[config.mk]
export PLATFORM = sky130hd
export DESIGN_NAME = game_tick_sched_flat
export DESIGN_NICKNAME = d
export VERILOG_FILES = /design/src/rtl/game_tick_sched_if.sv /design/src/rtl/game_tick_sched.sv /design/src/flat_wrapper.sv
export SDC_FILE = /design/constraint.sdc
export NUM_CORES = 1
export LEC_CHECK = 0
export CELL_PAD_IN_SITES_DETAIL_PLACEMENT = 1
export CELL_PAD_IN_SITES_GLOBAL_PLACEMENT = 2
export CORE_MARGIN = 2
export CORE_UTILIZATION = 32
export DETAILED_ROUTE_END_ITERATION = 12
export PLACE_DENSITY_LB_ADDON = 0.1
export RECOVER_POWER = 25
export SYNTH_ARGS = -nofsm -noshare
export SYNTH_HDL_FRONTEND = slang
export SYNTH_SLANG_ARGS = --single-unit
[constraint.sdc]
create_clock -name clk -period 3 [get_ports clk]
set_input_delay 0.45 -clock clk [delete_from_list [all_inputs] [get_ports clk]]
set_output_delay 0.45 -clock clk [all_outputs]
set_load 0.01 [all_outputs]
[src/rtl/game_tick_sched_if.sv]
// Control and strobe bundle between the game tick scheduler and the game logic.
// The slave modport is the scheduler side; the master modport drives the pulses.
interface game_tick_sched_if #(
  parameter int unsigned W = 10
) ();
  logic         ms_tick;
  logic         start;
  logic         pause;
  logic         crash;
  logic         speed_up;
  logic [1:0]   state;
  logic         grav_stb;
  logic         scroll_stb;
  logic         anim_stb;
  logic [W-1:0] scroll_period;
  logic         overrun;

  modport master (
    output ms_tick, start, pause, crash, speed_up,
    input  state, grav_stb, scroll_stb, anim_stb, scroll_period, overrun
  );

  modport slave (
    input  ms_tick, start, pause, crash, speed_up,
    output state, grav_stb, scroll_stb, anim_stb, scroll_period, overrun
  );
endinterface

[src/rtl/game_tick_sched.sv]
// Game state machine plus millisecond-driven gravity/scroll/animation strobes,
// serialised through one fixed-priority update slot (gravity > scroll > anim).
module game_tick_sched #(
  parameter int unsigned GRAV_PERIOD   = 20,
  parameter int unsigned SCROLL_PERIOD = 10,
  parameter int unsigned MIN_SCROLL    = 4,
  parameter int unsigned ANIM_PERIOD   = 250,
  parameter int unsigned W             = 10
) (
  input logic               clk,
  input logic               rst,
  game_tick_sched_if.slave  bus
);

  typedef enum logic [1:0] {
    StIdle  = 2'd0,
    StRun   = 2'd1,
    StPause = 2'd2,
    StOver  = 2'd3
  } state_e;

  // Channel index: 0 = gravity, 1 = scroll, 2 = animation.
  state_e       state_q, state_d;
  logic [W-1:0] cnt_q [3];
  logic [W-1:0] cnt_d [3];
  logic [2:0]   pend_q, pend_d;
  logic [2:0]   stb_q, stb_d;
  logic [W-1:0] period_q, period_d;
  logic         ovr_q, ovr_d;

  logic [W-1:0] per_m1 [3];
  logic [2:0]   cnt_en;
  logic [2:0]   expire;
  logic [2:0]   eligible;
  logic [2:0]   req;
  logic [2:0]   grant;
  logic         entering_run;

  always_ff @(posedge clk) begin
    if (!rst) begin
      state_q  <= StIdle;
      for (int i = 0; i < 3; i++) cnt_q[i] <= '0;
      pend_q   <= '0;
      stb_q    <= '0;
      period_q <= W'(SCROLL_PERIOD);
      ovr_q    <= 1'b0;
    end else begin
      state_q  <= state_d;
      for (int i = 0; i < 3; i++) cnt_q[i] <= cnt_d[i];
      pend_q   <= pend_d;
      stb_q    <= stb_d;
      period_q <= period_d;
      ovr_q    <= ovr_d;
    end
  end

  always_comb begin
    state_d = state_q;
    case (state_q)
      StIdle:  if (bus.start) state_d = StRun;
      StRun: begin
        if (bus.crash)      state_d = StOver;
        else if (bus.pause) state_d = StPause;
      end
      StPause: if (bus.pause) state_d = StRun;
      StOver:  if (bus.start) state_d = StIdle;
      default: state_d = StIdle;
    endcase
  end

  always_comb begin
    per_m1[0] = W'(GRAV_PERIOD - 1);
    per_m1[1] = period_q - W'(1);
    per_m1[2] = W'(ANIM_PERIOD - 1);
    cnt_en    = {state_q != StPause, state_q == StRun, state_q == StRun};
    entering_run = (state_q == StIdle) && (state_d == StRun);

    // Counters see the tick in the pre-transition state.
    expire = '0;
    for (int i = 0; i < 3; i++) begin
      cnt_d[i] = cnt_q[i];
      if (bus.ms_tick && cnt_en[i]) begin
        if (cnt_q[i] >= per_m1[i]) begin
          cnt_d[i]  = '0;
          expire[i] = 1'b1;
        end else begin
          cnt_d[i] = cnt_q[i] + W'(1);
        end
      end
    end
    if (entering_run) begin
      cnt_d[0] = '0;
      cnt_d[1] = '0;
    end

    // Only grant channels whose strobe is legal in the state the strobe lands in.
    eligible = {state_d != StPause, state_d == StRun, state_d == StRun};
    req      = pend_q & eligible;
    if (req[0])      grant = 3'b001;
    else if (req[1]) grant = 3'b010;
    else if (req[2]) grant = 3'b100;
    else             grant = 3'b000;
    stb_d = grant;

    pend_d = (pend_q & ~grant) | expire;
    ovr_d  = ovr_q | (|(expire & pend_q));
    if (state_q == StRun && state_d != StRun)     pend_d[1:0] = 2'b00;
    if (state_q != StPause && state_d == StPause) pend_d[2]   = 1'b0;

    period_d = period_q;
    if (entering_run) begin
      period_d = W'(SCROLL_PERIOD);
      ovr_d    = 1'b0;
    end else if (state_q == StRun && bus.speed_up && !bus.crash &&
                 period_q > W'(MIN_SCROLL)) begin
      period_d = period_q - W'(1);
    end
  end

  assign bus.state         = state_q;
  assign bus.grav_stb      = stb_q[0];
  assign bus.scroll_stb    = stb_q[1];
  assign bus.anim_stb      = stb_q[2];
  assign bus.scroll_period = period_q;
  assign bus.overrun       = ovr_q;

endmodule

[src/flat_wrapper.sv]
// flat-port wrapper written by rule: the top's interface ports become plain ports
module game_tick_sched_flat 
#(
  parameter int unsigned GRAV_PERIOD   = 20,
  parameter int unsigned SCROLL_PERIOD = 10,
  parameter int unsigned MIN_SCROLL    = 4,
  parameter int unsigned ANIM_PERIOD   = 250,
  parameter int unsigned W             = 10
)
  (clk, rst, bus_ms_tick, bus_start, bus_pause, bus_crash, bus_speed_up, bus_state, bus_grav_stb, bus_scroll_stb, bus_anim_stb, bus_scroll_period, bus_overrun);
  game_tick_sched_if #(.W(W)) bus_i ();
  input logic clk;
  input logic rst;
  input wire logic [$bits(bus_i.ms_tick)-1:0] bus_ms_tick;
  input wire logic [$bits(bus_i.start)-1:0] bus_start;
  input wire logic [$bits(bus_i.pause)-1:0] bus_pause;
  input wire logic [$bits(bus_i.crash)-1:0] bus_crash;
  input wire logic [$bits(bus_i.speed_up)-1:0] bus_speed_up;
  output wire logic [$bits(bus_i.state)-1:0] bus_state;
  output wire logic [$bits(bus_i.grav_stb)-1:0] bus_grav_stb;
  output wire logic [$bits(bus_i.scroll_stb)-1:0] bus_scroll_stb;
  output wire logic [$bits(bus_i.anim_stb)-1:0] bus_anim_stb;
  output wire logic [$bits(bus_i.scroll_period)-1:0] bus_scroll_period;
  output wire logic [$bits(bus_i.overrun)-1:0] bus_overrun;
  assign bus_i.ms_tick = bus_ms_tick;
  assign bus_i.start = bus_start;
  assign bus_i.pause = bus_pause;
  assign bus_i.crash = bus_crash;
  assign bus_i.speed_up = bus_speed_up;
  assign bus_state = bus_i.state;
  assign bus_grav_stb = bus_i.grav_stb;
  assign bus_scroll_stb = bus_i.scroll_stb;
  assign bus_anim_stb = bus_i.anim_stb;
  assign bus_scroll_period = bus_i.scroll_period;
  assign bus_overrun = bus_i.overrun;
  game_tick_sched #(.GRAV_PERIOD(GRAV_PERIOD), .SCROLL_PERIOD(SCROLL_PERIOD), .MIN_SCROLL(MIN_SCROLL), .ANIM_PERIOD(ANIM_PERIOD), .W(W)) u_core (.clk(clk), .rst(rst), .bus(bus_i));
endmodule
### Word level (Yosys, flattened, before mapping)

Memory sizes are Yosys's and may differ from the RTL's.
Index checks and enable logic that the tools add are counted.

| operators by class | value |
|---|---|
| bitwise logic cells | 10 |
| order comparisons | 4 |
| eq/ne operators | 8 |
| $mul | 0 |
| shift operators | 0 |
| reduce and logical (&&, ||, !) cells | 14 |
| $add $sub $neg | 4 |
| div/mod/pow operators | 0 |
| multiplexer cells | 27 |

Operators with widths:

| cell | count |
|---|---|
| $mux W10 | 9 |
| $add A10 B1 Y10 const B | 3 |
| $mux W20 | 1 |
| $ge A10 B10 Y1 | 1 |
| $ge A10 B5 Y1 const B | 1 |
| $ge A10 B8 Y1 const B | 1 |
| $gt A10 B3 Y1 const B | 1 |
| $mux W2 | 5 |
| $sub A10 B1 Y10 const B | 1 |
| $and A3 B3 Y3 | 3 |
| $mux W3 | 3 |
| $logic_and A1 B1 Y1 | 8 |
| $mux W1 | 8 |
| $pmux W2 S4 | 1 |
| $eq A2 B2 Y1 const B | 3 |
| $reduce_or A2 Y1 | 3 |
| $eq A2 B1 Y1 const B | 2 |
| $ne A2 B2 Y1 const B | 2 |
| $or A1 B1 Y1 | 4 |
| $not A3 Y3 | 1 |
| $or A3 B3 Y3 | 1 |
| $reduce_or A3 Y1 | 1 |
| $logic_not A2 Y1 | 1 |
| $ne A2 B1 Y1 const B | 1 |
| other kinds (2) | 2 |

| storage, ports and cells | value |
|---|---|
| memory bits (read-only) | 0 |
| bits in latches | 0 |
| output and inout bits | 16 |
| memory bits (writable) | 30 |
| input bits | 7 |
| bits in registers | 19 |
| memories | 1 |

Memories:

| memory | words | bits a word | read ports | clocked after memory_dff | wr ports | RTL line | source |
|---|---|---|---|---|---|---|---|
| u_core.cnt_q | 3 | 10 | 3 | 0 | 3 | game_tick_sched.sv:24 | `logic [W-1:0] cnt_q [3];` |

### Longest topological paths before layout

Gate-level depths: netlist (run 1).

| logic depth | value |
|---|---|
| depth in word-level cells | 11 |
| depth in mapped cells | 13 |
| gate-level depth less buffers | 12 |

### Least setup slack after synthesis (run 1)

No wires, ideal clock.

| timing | value |
|---|---|
| path kind | register to register |
| start point | reg u_core.period_q[0] (netlist: u_core.bus.scroll_period[0]) |
| end point | mem u_core.cnt_q[1][0] (netlist: u_core.cnt_q[0][10]) |
| setup slack | -0.007 ns |
| data required time | 2.861 ns |
| path buffers | 1 |
| arrival time | 2.868 ns |
| stages on the path, launching flop included | 13 |
| cell sequence | dfxtp_1 > inv_1 > ha_1 > nand2b_1 > or4_1 > or3_1 > xor2_1 > ha_1 > and4_1 > nor3b_1 > o21a_1 > clkbuf_1 > nor3_1 |

RTL lines:

| item | RTL line | source |
|---|---|---|
| start: declaration | game_tick_sched.sv:28 | `logic [W-1:0] period_q, period_d;` |
| start signal: assignment | game_tick_sched.sv:45 | `period_q <= W'(SCROLL_PERIOD);` |
| start signal: assignment | game_tick_sched.sv:52 | `period_q <= period_d;` |
| end: declaration | game_tick_sched.sv:24 |  |

==> metrics, run 1 <==
status=finished clean; maximum clock frequency=roughly 360 MHz; largest net degree at the start of global routing=19; vias in the first global route=about 2300; CTS tree=built; first-pass GRT wire length=10800 um; skew final=around 0.0085 ns; Synth area leader=dfxtp_1; die area=just under 9000 um2; main area contributors after synthesis=dfxtp_1 38%, xor2_1 7.9%, ha_1 7.8%; routed len/inst=~14 um; placed insts=roughly 430; Post-DP Area=2970 um2; dpl hpwl=4540 um; EDFF count, synth=0; Synth Area per Inst=~8.7 um2; CP arrival=roughly 3 ns; Final Net Count=~350; cell area after layout=a little over 3000 um2; 1st-iter DRT viols=between 50 and 60; number of port buffers=22; crit end category=flip-flop; final hold violation count=0; core region area=a little under 8000 um2; Ys Warns=0; sequential share of the synthesized area=38.4%; Mapped Area=between 2000 and 3000 um2; routed wire length=6100 um; FP Rows=32; DR vias=~2200; max_cap viols=0; Critical Path RT=about 3.2 ns; Boundary Pins=23; area grow syn2layout=21.4%; clock sinks=49; CP startpoint kind=flip-flop; total track usage=15.3%; initial antenna violation count=0; die height=93.4 um; chip width=93.4 um; fin crit share=approximately 94%; fraction of registers with async set or reset after synthesis=0%; Pwr Density=about 410 nW/um2; post-synth cell types=just under 50; relative max-transition margin=between 50% and 60%; worst hold slack=0.485 ns; Fill cells=approximately 930; post_cts resized=0; worst slew pin tran=~0.65 ns; CP Max Fanout=5; CTS Buffer Depth=2; Clk Tree Root Cell=clkbuf_8; antenna viol nets, final=0; first drt pass iteration count=4; Clock transition at path regs=0.10 ns; grt total ovfl=0; main flop type after synthesis=dfxtp_1; Syn Inst Count=roughly 300; Final setup viols=0; Max Transition Viols Final=0; share of layout cells above drive strength 1=about a tenth; post-CTS setup buffers=0; kind of critical path=flip-flop to flip-flop; Starting Density=33.1%; number of CTS-inserted buffers=5; Via density=between 4 and 5; Post-Layout Cell Count=about 430; number of synthesized register bits=49; fin crit period=~2.8 ns; gp weighted congestion=between 0.7 and 0.8; Clock Latency Late Sink=0.30 ns; hold-fix buffers at CTS=0; Post-route DRC=0; Inserted Diodes=0; Sum Neg Setup Slack=0 ns; P_leak=approximately 0.0012 uW; H-tree Lvls=2; Synth top area share=38.4%; Peak supply drop=around 240 uV; Post-Syn Nets=between 300 and 400; Tightest Hold Check Type=flip-flop to flip-flop
-- critical path, cell delays in order (launching register included) --
cell and delay, ns:
dfxtp_1 0.32, inv_1 0.08, ha_1 0.17, nand2b_1 0.09, or4_1 0.43, or3_1 0.33, xor2_1 0.15, ha_1 0.29
and4_1 0.20, nand2_1 0.06, o21ai_1 0.22, o21a_1 0.28, nor3_1 0.08
-- area by class of cell --
cell class                 instances  area, um2  area share (%)
timing repair buffer              38        340            11.0
inverter                          10       37.5            1.21
multi-input combinational        227       1510            48.5
clock inverter                     2       38.8            1.25
sequential                        49        981            31.6
tap                              102        128            4.11
clock buffer                       6       72.6            2.34
-- flip-flops by register name, indices dropped and copies added (netlist names) --
register                  flops
u_core.bus.state              2
u_core.cnt_q                 30
u_core.bus.overrun            1
u_core.bus.scroll_period     10
u_core.stb_q                  3
u_core.pend_q                 3
-- cells in the mapped netlist (all sizes together), types with 3 or more instances --
| library cell | instances |
|---|---|
| dfxtp | 49 |
| nor2 | 32 |
| nand2 | 24 |
| xor2 | 23 |
| ha | 16 |
| nor3 | 16 |
| xnor2 | 14 |
| a21oi | 10 |
| inv | 10 |
| nand3 | 10 |
| o21ai | 10 |
| and3 | 7 |
| clkbuf | 7 |
| nand2b | 6 |
| nand4 | 6 |
| a31oi | 5 |
| and4 | 4 |
| o21a | 4 |
| and2 | 3 |
| buf | 3 |
| o22ai | 3 |
-- placed cells by master, fill, tap and decap left out, drive strengths merged, types with 2 or more instances in the layout --
master         count
nor2              32
nor2b              2
and3               7
a211oi             2
a31oi              5
and4               4
or3b               2
xor2              23
nand3             10
dlygate4sd3        9
or4                2
a41oi              2
buf               16
inv               10
o21a               5
nand4              6
a21oi             10
nor3              16
clkdlybuf4s50     13
nand2b             6
clkbuf             6
or2                2
o21ai             10
and2               3
nand2             24
xnor2             14
ha                16
o22ai              3
or3                2
dfxtp             49
-- report_power, final --
part           switching [uW]  internal [uW]  total (uW)
registers                15.5            658         674
logic                    64.0           52.0         116
clock network             237            251         487
-- worst paths after layout --
| kind | slack [ns] | cells after the start | endpoint | start |
|---|---|---|---|---|
| worst max-delay path | 0.19 | 12 | u_core.cnt_q[0][19] | u_core.bus.scroll_period[0] |
| worst min-delay path | 0.49 | 2 | u_core.cnt_q[0][1] | u_core.cnt_q[0][1] |
| worst max register to register | 0.19 | 12 | u_core.cnt_q[0][19] | u_core.bus.scroll_period[0] |
| worst min register to register | 0.49 | 2 | u_core.cnt_q[0][1] | u_core.cnt_q[0][1] |
-- kinds of logic (layout without fill, tap and decap cells) --
logic type | count (synthesis) | after routing | share of synthesized area (%)
mux | 1 | 1 | 0.391
flops | 49 | 49 | 38.4
fa+ha+maj | 16 | 16 | 7.83
compound gates | 47 | 48 | 12.2
buf+inv | 20 | 56 | 3.52
simple gates | 125 | 125 | 25.0
xor+xnor | 37 | 37 | 12.7
-- metal layers --
metal | GRT usage, % | up-vias | part of all wire [%]
met3 | 2.34 | 6 | 2.5
met2 | 24.3 | 19 | 45
met1 | 21.3 | 1031 | 51
met5 | 0 | - | 0
li1 | - | 1113 | -
met4 | 4.78 | 0 | 0.95
-- through the flow --
| step | worst slack [ns] | power, uW | utilization (%) |
|---|---|---|---|
| floorplan | 0.0935 | 758 | - |
| CTS | 0.0439 | 1300 | 39.9 |
| finish | 0.190 | 1280 | 40.2 |
| global placement | 0.152 | 806 | 38.5 |
| detailed placement | 0.0800 | 806 | 38.5 |
| global route | -0.0227 | 1350 | 40.2 |
(Power assumes the default switching activity.)
==> run 2: changes to the inputs <==
- ABC_CLOCK_PERIOD_IN_PS: unset -> 3000
==> results of run 2 <==
Final layout, timing and power as in run 1 (identical DEF).
==> run 3: changes to the inputs <==
--- a/config.mk
+++ b/config.mk
@@ -6,9 +6,10 @@
 export NUM_CORES = 1
 export LEC_CHECK = 0
-export ABC_CLOCK_PERIOD_IN_PS = 3000
+export ABC_CLOCK_PERIOD_IN_PS = 2750
 export CELL_PAD_IN_SITES_DETAIL_PLACEMENT = 1
 export CELL_PAD_IN_SITES_GLOBAL_PLACEMENT = 2
 export CORE_MARGIN = 2
-export CORE_UTILIZATION = 32
+export CORE_UTILIZATION = 35
+export CTS_CLUSTER_SIZE = 24
 export DETAILED_ROUTE_END_ITERATION = 12
 export PLACE_DENSITY_LB_ADDON = 0.1
==> constraint.sdc (replaced) <==
create_clock -name clk -period 2.75 [get_ports clk]
set_input_delay 0.4125 -clock clk [delete_from_list [all_inputs] [get_ports clk]]
set_output_delay 0.4125 -clock clk [all_outputs]
set_load 0.1 [all_outputs]
==> metrics, run 3 (synthesis gave the netlist of run 1 again) <==
status=finished clean; P_leak=about 0.0012 uW; most common cell after layout, fill and taps aside=dfxtp_1; chip width=roughly 89 um; CP arrival=between 2 and 3 ns; final hold violation count=0; hold_sp=u_core.cnt_q[0][9]; Via density=roughly 5; clock sinks=49; CTS tree=built; Starting Density=between 30% and 40%; share of layout cells above drive strength 1=between 15 and 20%; CTS Buffer Depth=2; max_cap viols=0; initial antenna violation count=0; P_int=around 970 uW; Inserted Diodes=0; worst r2r src=u_core.bus.scroll_period[0]; Register-to-Register Path Depth=12; Clock Latency Late Sink=0.30 ns; most frequent cells in the layout=42 x dfxtp_1, 32 x nor2_1, 23 x xor2_1, 23 x nand2_1, 23 x buf_4; Reg2Reg Capture Point=u_core.cnt_q[0][13]; kind of critical path=flip-flop to flip-flop; core region area=7180 um2; fin crit share=a little under 100%; placed insts=roughly 420; Post-DP Area=roughly 3000 um2; die height=between 80 and 90 um; Critical Path RT=2.94 ns; fin crit period=about 2.7 ns; Comb pwr share=approximately an eighth; Clock transition at path regs=0.09 ns; routed len/inst=14.5 um; 1st-iter DRT viols=55; cell area after layout=between 3000 and 4000 um2; Fill cells=a little under 900; Tot Pwr=approximately 1300 uW; largest net degree at the start of global routing=19; FP Rows=31; first-pass GRT wire length=slightly above 10000 um; die area=approximately 8000 um2; Max Transition Viols Final=0; CP startpoint kind=flip-flop; dpl hpwl=approximately 4700 um; CP Max Fanout=7; maximum clock frequency=~370 MHz; Psw=roughly 360 uW; first drt pass iteration count=4; RSZ-0062 raised after global routing=true; grt total ovfl=0; worst slew pin tran=about 1.2 ns; antenna viol nets, final=0; Post-route DRC=0; Sw Ratio=a little over a quarter; Final Net Count=~350; sequential power share=a little under three fifths; Pwr Density=429 nW/um2; Worst Setup SP=u_core.bus.scroll_period[0]; Top reg by flops=u_core.cnt_q; relative max-transition margin=21.4%; number of port buffers=22; total track usage=~16%; R2R setup slack=0.04 ns; Min-Delay Path Depth=2; Tightest Hold Check Type=flip-flop to flip-flop; DR vias=approximately 2200; Boundary Pins=23; number of CTS-inserted buffers=5; H-tree Lvls=2; crit end category=flip-flop; routed wire length=around 6200 um; area grow syn2layout=21.4%; Clk Tree Root Cell=clkbuf_8; final core utilization=a little over two fifths; Post-Layout Cell Count=between 400 and 500; gp weighted congestion=approximately 0.75; max reg flops=30; Clk pwr share=between 30% and 40%; Final setup viols=0; Peak supply drop=between 150 and 200 uV; Worst Hold End=u_core.cnt_q[0][9]; vias in the first global route=2083; skew final=roughly 0.0084 ns
-- run 3: layout make-up --
class / instances / area, um2 / share of cell area (%)
multi-input cells: 226 / 1580 / 50.8
flip-flops and latches: 49 / 997 / 32.1
repair buffers: 39 / 278 / 8.95
well taps: 99 / 124 / 3.99
clock buffers: 6 / 82.6 / 2.66
inverters: 10 / 40.0 / 1.29
clock inverters: 1 / 6.26 / 0.202
-- run 3: power by group through the flow --
stage               Combinational (uW)  Sequential [uW]  Clock [uW]
global placement                   153              749           0
floorplan                         85.1              767           0
CTS                                156              733         467
detailed placement                 154              749           0
global route                       176              736         491
finish                             159              732         441
-- run 3: how the worst max path moves through the flow --
stage	endpoint	slack (ns)
after global routing	u_core.cnt_q[0][11]	-0.1
final	u_core.cnt_q[0][13]	0.04
after floorplan	u_core.cnt_q[0][10]	-0.08
after CTS	u_core.cnt_q[0][10]	-0.01
after global placement	u_core.cnt_q[0][17]	0.09
after detailed placement	u_core.cnt_q[0][11]	0.0005
-- run 3: what timing repair did --
item                                    CTS  global route
setup buffers                             0             2
resized for setup                         2            13
hold buffers                              0             0
endpoints found under the setup margin    3            12
-- run 3: per-stage QoR --
stage	hold WS (ns)	TNS, ns	worst slack (ns)
floorplan	0.437	-0.797	-0.0799
global placement	0.452	0	0.0920
detailed placement	0.470	0	0.000514
CTS	0.486	-0.0226	-0.0113
global route	0.516	-0.928	-0.0970
finish	0.483	0	0.0374
-- run 3: per-layer routing --
| metal | global-route usage [%] | vias to the layer above | wire (um) |
|---|---|---|---|
| li1 | - | 1109 | - |
| met1 | 21.8 | 1044 | 3040 |
| met2 | 27.3 | 18 | 2970 |
| met3 | 3.05 | 7 | 144 |
| met4 | 4.07 | 0 | 68 |
| met5 | 0 | - | 0 |
-- run 3: worst max-delay path, cell delays in order (launching register included) --
cell and delay [ns]:
dfxtp_4 0.36, inv_4 0.06, ha_4 0.14, nand2b_4 0.05, or4_4 0.41, or3_1 0.33
xor2_1 0.15, ha_1 0.30, and4_4 0.22, nor3b_4 0.19, o21a_1 0.18, buf_6 0.16
nor3_2 0.05
